<file path="src/rtl/trsram_dn_arbiter.sv">
// Shares the trs80 download port between the CMD loader and cassette streams.
// Each source is buffered in a small FIFO; writes issue only in core-signalled RAM-free slots.
module trsram_dn_arbiter #(
    parameter int unsigned DEPTH    = 4,
    parameter int unsigned TAIL_CYC = 8
) (
    input  logic        clk_sys,
    input  logic        reset,
    input  logic        ld_download,
    input  logic        ld_wr,
    input  logic [15:0] ld_addr,
    input  logic [7:0]  ld_data,
    output logic        ld_wait,
    input  logic        cas_download,
    input  logic        cas_wr,
    input  logic [15:0] cas_addr,
    input  logic [7:0]  cas_data,
    output logic        cas_wait,
    input  logic        dn_slot,
    output logic        dn_go,
    output logic        dn_wr,
    output logic [23:0] dn_addr,
    output logic [7:0]  dn_data,
    output logic        overflow
);

    localparam int unsigned PW = (DEPTH > 1) ? $clog2(DEPTH) : 1;
    localparam int unsigned CW = $clog2(DEPTH + 1);
    localparam int unsigned TW = $clog2(TAIL_CYC + 1);

    typedef enum logic [1:0] {StIdle, StActive, StDrain, StTail} state_e;

    state_e        state_q, state_d;
    logic [TW-1:0] tail_cnt_q, tail_cnt_d;

    // Index 0 is the loader, index 1 the cassette; entries hold {addr16, data8}.
    logic [23:0]   mem_q [2][DEPTH];
    logic [23:0]   mem_d [2][DEPTH];
    logic [PW-1:0] rptr_q [2];
    logic [PW-1:0] rptr_d [2];
    logic [PW-1:0] wptr_q [2];
    logic [PW-1:0] wptr_d [2];
    logic [CW-1:0] cnt_q [2];
    logic [CW-1:0] cnt_d [2];
    logic [1:0]    wait_q, wait_d;
    logic          overflow_q, overflow_d;
    logic          last_grant_q, last_grant_d;
    logic          dn_wr_q, dn_wr_d;
    logic [23:0]   dn_addr_q, dn_addr_d;
    logic [7:0]    dn_data_q, dn_data_d;

    logic [1:0]    push, pop, nonempty;
    logic [23:0]   push_word [2];
    logic          issue_en, gsel, any_dl, fifos_idle;
    logic [23:0]   head_word;

    assign push         = {cas_wr, ld_wr};
    assign push_word[0] = {ld_addr, ld_data};
    assign push_word[1] = {cas_addr, cas_data};
    assign any_dl       = ld_download | cas_download;

    always_comb begin
        for (int s = 0; s < 2; s++) begin
            nonempty[s] = (cnt_q[s] != '0);
        end
        if (&nonempty) begin
            gsel = ~last_grant_q;
        end else begin
            gsel = nonempty[1];
        end
        issue_en  = ((state_q == StActive) || (state_q == StDrain)) && dn_slot && (|nonempty);
        pop       = issue_en ? (gsel ? 2'b10 : 2'b01) : 2'b00;
        head_word = mem_q[gsel][rptr_q[gsel]];
    end

    always_comb begin
        logic full, acc;
        mem_d      = mem_q;
        overflow_d = overflow_q;
        for (int s = 0; s < 2; s++) begin
            rptr_d[s] = rptr_q[s];
            wptr_d[s] = wptr_q[s];
            cnt_d[s]  = cnt_q[s];
            full      = (cnt_q[s] == CW'(DEPTH));
            // A pop frees the slot the push lands in, so full+push+pop is lossless.
            acc       = push[s] && (!full || pop[s]);
            if (acc) begin
                mem_d[s][wptr_q[s]] = push_word[s];
                wptr_d[s]           = wptr_q[s] + PW'(1);
            end
            if (pop[s]) begin
                rptr_d[s] = rptr_q[s] + PW'(1);
            end
            if (push[s] && full && !pop[s]) begin
                overflow_d = 1'b1;
            end
            case ({acc, pop[s]})
                2'b10:   cnt_d[s] = cnt_q[s] + CW'(1);
                2'b01:   cnt_d[s] = cnt_q[s] - CW'(1);
                default: cnt_d[s] = cnt_q[s];
            endcase
            wait_d[s] = (cnt_q[s] >= CW'(DEPTH - 1));
        end
    end

    always_comb begin
        dn_wr_d      = issue_en;
        dn_addr_d    = dn_addr_q;
        dn_data_d    = dn_data_q;
        last_grant_d = last_grant_q;
        if (issue_en) begin
            dn_addr_d    = {7'h00, gsel, head_word[23:8]};
            dn_data_d    = head_word[7:0];
            last_grant_d = gsel;
        end
    end

    // An empty FIFO pair with no push pending means nothing is left to grant.
    assign fifos_idle = (cnt_q[0] == '0) && (cnt_q[1] == '0) && (push == 2'b00);

    always_comb begin
        state_d    = state_q;
        tail_cnt_d = '0;
        unique case (state_q)
            StIdle: begin
                if (any_dl) state_d = StActive;
            end
            StActive: begin
                if (!any_dl) state_d = StDrain;
            end
            StDrain: begin
                if (any_dl) begin
                    state_d = StActive;
                end else if (fifos_idle) begin
                    state_d = StTail;
                end
            end
            StTail: begin
                if (any_dl) begin
                    state_d = StActive;
                end else if (tail_cnt_q == TW'(TAIL_CYC - 1)) begin
                    state_d = StIdle;
                end else begin
                    tail_cnt_d = tail_cnt_q + TW'(1);
                end
            end
            default: state_d = StIdle;
        endcase
    end

    always_ff @(posedge clk_sys) begin
        if (reset) begin
            state_q      <= StIdle;
            tail_cnt_q   <= '0;
            rptr_q       <= '{default: '0};
            wptr_q       <= '{default: '0};
            cnt_q        <= '{default: '0};
            wait_q       <= '0;
            overflow_q   <= 1'b0;
            last_grant_q <= 1'b1;
            dn_wr_q      <= 1'b0;
            dn_addr_q    <= '0;
            dn_data_q    <= '0;
        end else begin
            state_q      <= state_d;
            tail_cnt_q   <= tail_cnt_d;
            rptr_q       <= rptr_d;
            wptr_q       <= wptr_d;
            cnt_q        <= cnt_d;
            wait_q       <= wait_d;
            overflow_q   <= overflow_d;
            last_grant_q <= last_grant_d;
            dn_wr_q      <= dn_wr_d;
            dn_addr_q    <= dn_addr_d;
            dn_data_q    <= dn_data_d;
        end
    end

    always_ff @(posedge clk_sys) begin
        mem_q <= mem_d;
    end

    assign dn_go    = (state_q != StIdle);
    assign dn_wr    = dn_wr_q;
    assign dn_addr  = dn_addr_q;
    assign dn_data  = dn_data_q;
    assign ld_wait  = wait_q[0];
    assign cas_wait = wait_q[1];
    assign overflow = overflow_q;

endmodule

</file>
<file path="config.mk">
export PLATFORM = sky130hd
export DESIGN_NAME = trsram_dn_arbiter
export DESIGN_NICKNAME = d
export VERILOG_FILES = /design/src/rtl/trsram_dn_arbiter.sv
export SDC_FILE = /design/constraint.sdc
export NUM_CORES = 1
export LEC_CHECK = 0
export ABC_AREA = 1
export BUFFER_PORTS_ARGS = -buffer_cell sky130_fd_sc_hd__buf_2
export CAP_MARGIN = 10
export CORE_ASPECT_RATIO = 0.9
export CORE_UTILIZATION = 54
export DETAILED_ROUTE_END_ITERATION = 10
export PLACE_DENSITY = 0.75
export SYNTH_ARGS = -nofsm -noshare
export SYNTH_HDL_FRONTEND = slang
export SYNTH_SLANG_ARGS = --single-unit
</file>
<file path="constraint.sdc">
create_clock -name clk_sys -period 2.77 [get_ports clk_sys]
set_input_delay 0.277 -clock clk_sys [delete_from_list [all_inputs] [get_ports clk_sys]]
set_output_delay 0.277 -clock clk_sys [all_outputs]
set_load 0.01 [all_outputs]
</file>
==> results_dict.tcl <==
set metrics [dict create \
    cts_htree_levels 1 \
    drtPass1Iterations 8 \
    drive_above_1_share_pct 13.8 \
    ys_warn_count 0 \
    die_y_um 134 \
    antenna_cells 0 \
    antenna_found_initial 0 \
    synth-seq-cells 242 \
    synth-seq-area-share_pct 65.1 \
    fin_tns_setup_ns 0 \
    core_sq_mm 0.0186 \
    hpwl_um 13500 \
    finalPower_mw 11.0 \
    async_flop_share_pct 0 \
    fmax_ghz 0.393 \
    rows 47 \
    cts-buffers-inserted 24 \
    holdPathStages 1 \
    dp_cells 1370 \
    cpPeakStageDelay_ns 0.38 \
    gp_congestion 0.769 \
    area_delta_synth_final_pct 19.2 \
    rsz0062_at_grt "no" \
    remaining_drc_errors 0 \
    drv_cap 0 \
    cts_tree "built" \
    crit_slowest_cell "fa_1" \
    grt_max_degree 58 \
    grt_pass1_wl_um 38000 \
    whs_ns 0.0186 \
    min_period_ns 2.54 \
    min_period_over_period_pct 91.8 \
    wl_um 24200 \
    initial_core_util_pct 55.8 \
    postSynthCellCount 1067 \
    crit_type "flop to flop" \
    reg2reg_to "cnt_q[2]" \
    wire_per_inst_um 16.6 \
    io_buffers 84 \
    ir_drop_mv 0.627 \
    synth_top_area_share_pct 55.5 \
    worstMarginPinSlew_ns 0.665 \
    status "complete, no violations" \
    cts_root_buf "clkbuf_16" \
    final_util_pct 66.5 \
    hp-class "input pin to flop" \
    cp.required_ns 3.16 \
    ff2ff_path_depth 14 \
    netlist_area_sq_mm 0.0104 \
    critical_path_buf_inv_count 2 \
    vias 7680 \
    worst_clock_skew_ns 0.0232 \
    fp.dieArea_sq_mm 0.0198 \
    end_kind "flop" \
    ys_top_cells_by_count "nand2_1, edfxtp_1, nand3_1" \
    setup_viol 0 \
    crit_fanout 9 \
    hold_viol 0 \
    cts.sinks 242 \
    ys_dominant_reg_cell "edfxtp_1" \
    synth_area_leaders "edfxtp_1, nand2_1, dfxtp_1, nand3_1, nor2_1" \
    drtAntennaViolNets 0 \
    r2r_start "state_q[1]" \
    nFillCells 1400 \
    cp_common_cell "nand2_1" \
    drt_iter0_drc 614 \
    avgSynthCellArea_sq_um 9.74 \
    leakagePower_nw 5.40 \
    synth_edf_count 192 \
    worstHoldEndpoint "mem_q[175]" \
    nets 1270 \
    die-width_um 148 \
    max-clock-path-buffers 3 \
    grt_overflow 0 \
    fin_cells 1459 \
    cp_cell_sequence "inv_1, ha_1, nand2_1, nor2_4, nand2_1, nand2_1, nand2_4, ha_1, inv_1, fa_1, a21oi_1, o21ai_0, o21ai_0, a21oi_1" \
    grt_pass1_vias 7315 \
    grtUsageTotal_pct 25.0 \
    critical-path-top-delay-family "adder cells" \
    ys_types 25 \
    slew_viol_final 0 \
    yosys.area.top_type "edfxtp_1" \
    synth_most_common_cell "nand2_1" \
    path_clk_slew_ns 0.06 \
    worst_setup_path_start_kind "flop" \
    ff2ff_setup_slack_ns 0.23 \
    num_io_pins 92 \
    power_density_mw_per_mm2 890 \
    clk_latency_ns 0.53 \
    hp-start "ld_data[7]" \
    max_slew_margin_pct 55.6 \
    viasPerCell 5.26 \
    arrival_ns 2.93 \
]
cells by family after synthesis:
| kind of cell | Yosys count | synth area share, % |
|---|---|---|
| and+or+nand+nor | 645 | 25.1 |
| DFF | 242 | 65.1 |
| buffers and inverters | 120 | 5.33 |
| AOI/OAI and AO/OA | 40 | 2.05 |
| adders and majority gates | 18 | 2.31 |
| xor gates and xnor gates | 1 | 0.0843 |
| other | 1 | 0.0361 |
registers in the layout, indices dropped and copies added, names as in the netlist:
register,cells
mem_q,192
dn_addr,17
dn_data,8
cnt_q,6
rptr_q,4
tail_cnt_q,4
wptr_q,4
state_q,2
wait_q,2
dn_wr,1
last_grant_q,1
overflow,1
worst max path at each step:
| stage | from | end | slack (ns) | cells past startpoint |
|---|---|---|---|---|
| floorplan | state_q[0] | mem_q[100] | 0.02 | 8 |
| global placement | state_q[0] | cnt_q[2] | 0.24 | 14 |
| detailed placement | state_q[0] | cnt_q[2] | 0.15 | 14 |
| CTS | state_q[0] | cnt_q[2] | 0.15 | 14 |
| global route | state_q[1] | cnt_q[2] | 0.009 | 14 |
| finish | state_q[1] | cnt_q[2] | 0.23 | 14 |
per-stage QoR:
stage / setup WS [ns] / area [sq um]
5_1_grt: 0.00933 / 12400
3_3_place_gp: 0.242 / 11100
2_1_floorplan: 0.0163 / 10400
3_5_place_dp: 0.154 / 11100
4_1_cts: 0.154 / 12400
6_report: 0.227 / 12400
cells in the final DEF (no fill, tap or decap), types with 2 or more instances in the layout:
cell,count
a21oi_1,20
buf_12,6
buf_2,84
buf_4,23
bufinv_16,3
clkbuf_1,5
clkbuf_16,24
clkinv_1,3
clkinv_2,6
conb_1,7
dfxtp_1,49
dlygate4sd3_1,46
edfxtp_1,192
fa_1,2
ha_1,16
inv_1,56
inv_2,3
nand2_1,431
nand2_2,2
nand2_4,2
nand3_1,126
nor2_1,69
nor2_2,8
nor3_1,3
o21ai_0,18
report_power, final:
group | internal (mW) | switching (mW) | leakage [nW] | total (mW)
sequential | 4.26 | 0.139 | 2.17 | 4.40
combinational | 1.09 | 2.32 | 2.84 | 3.41
clock | 1.90 | 1.31 | 0.386 | 3.21
final cells by class:
| type | count | area (sq um) | share of cell area [%] |
|---|---|---|---|
| clock inverters | 13 | 148 | 1.19 |
| well taps | 245 | 307 | 2.47 |
| flip-flops and latches | 242 | 6770 | 54.6 |
| clock buffers | 30 | 633 | 5.11 |
| multi-input cells | 711 | 3140 | 25.3 |
| inverters | 59 | 221 | 1.79 |
| repair buffers | 159 | 1170 | 9.47 |
layer usage:
layer  GRT usage, %  vias up  part of all wire [%]  routed length [um]
met3           3.84       41                   8.6                2080
met2           42.4      339                    48               11600
met5              0        -                     0                   0
met1           33.5     3558                    41                9990
li1               -     3742                     -                   -
met4           6.99        0                   2.0                 478
what timing repair did:
item	4_1_cts	5_1_grt
setup buffers	0	0
endpoints found under the hold margin	179	0
endpoints found under the setup margin	0	1
hold buffers	46	0
gates resized for setup	0	2
worst register-to-register path: stages (launching register included):
cell and delay (ns):
dfxtp_1 0.37, inv_1 0.12, ha_1 0.29, nand2_1 0.11, nor2_4 0.06, nand2_1 0.12
nand2_1 0.10, nand2_4 0.14, ha_1 0.16, inv_1 0.06, fa_1 0.38, a21oi_1 0.16
o21ai_0 0.14, o21ai_0 0.16, a21oi_1 0.06
Power figures use the tool's default switching activity.
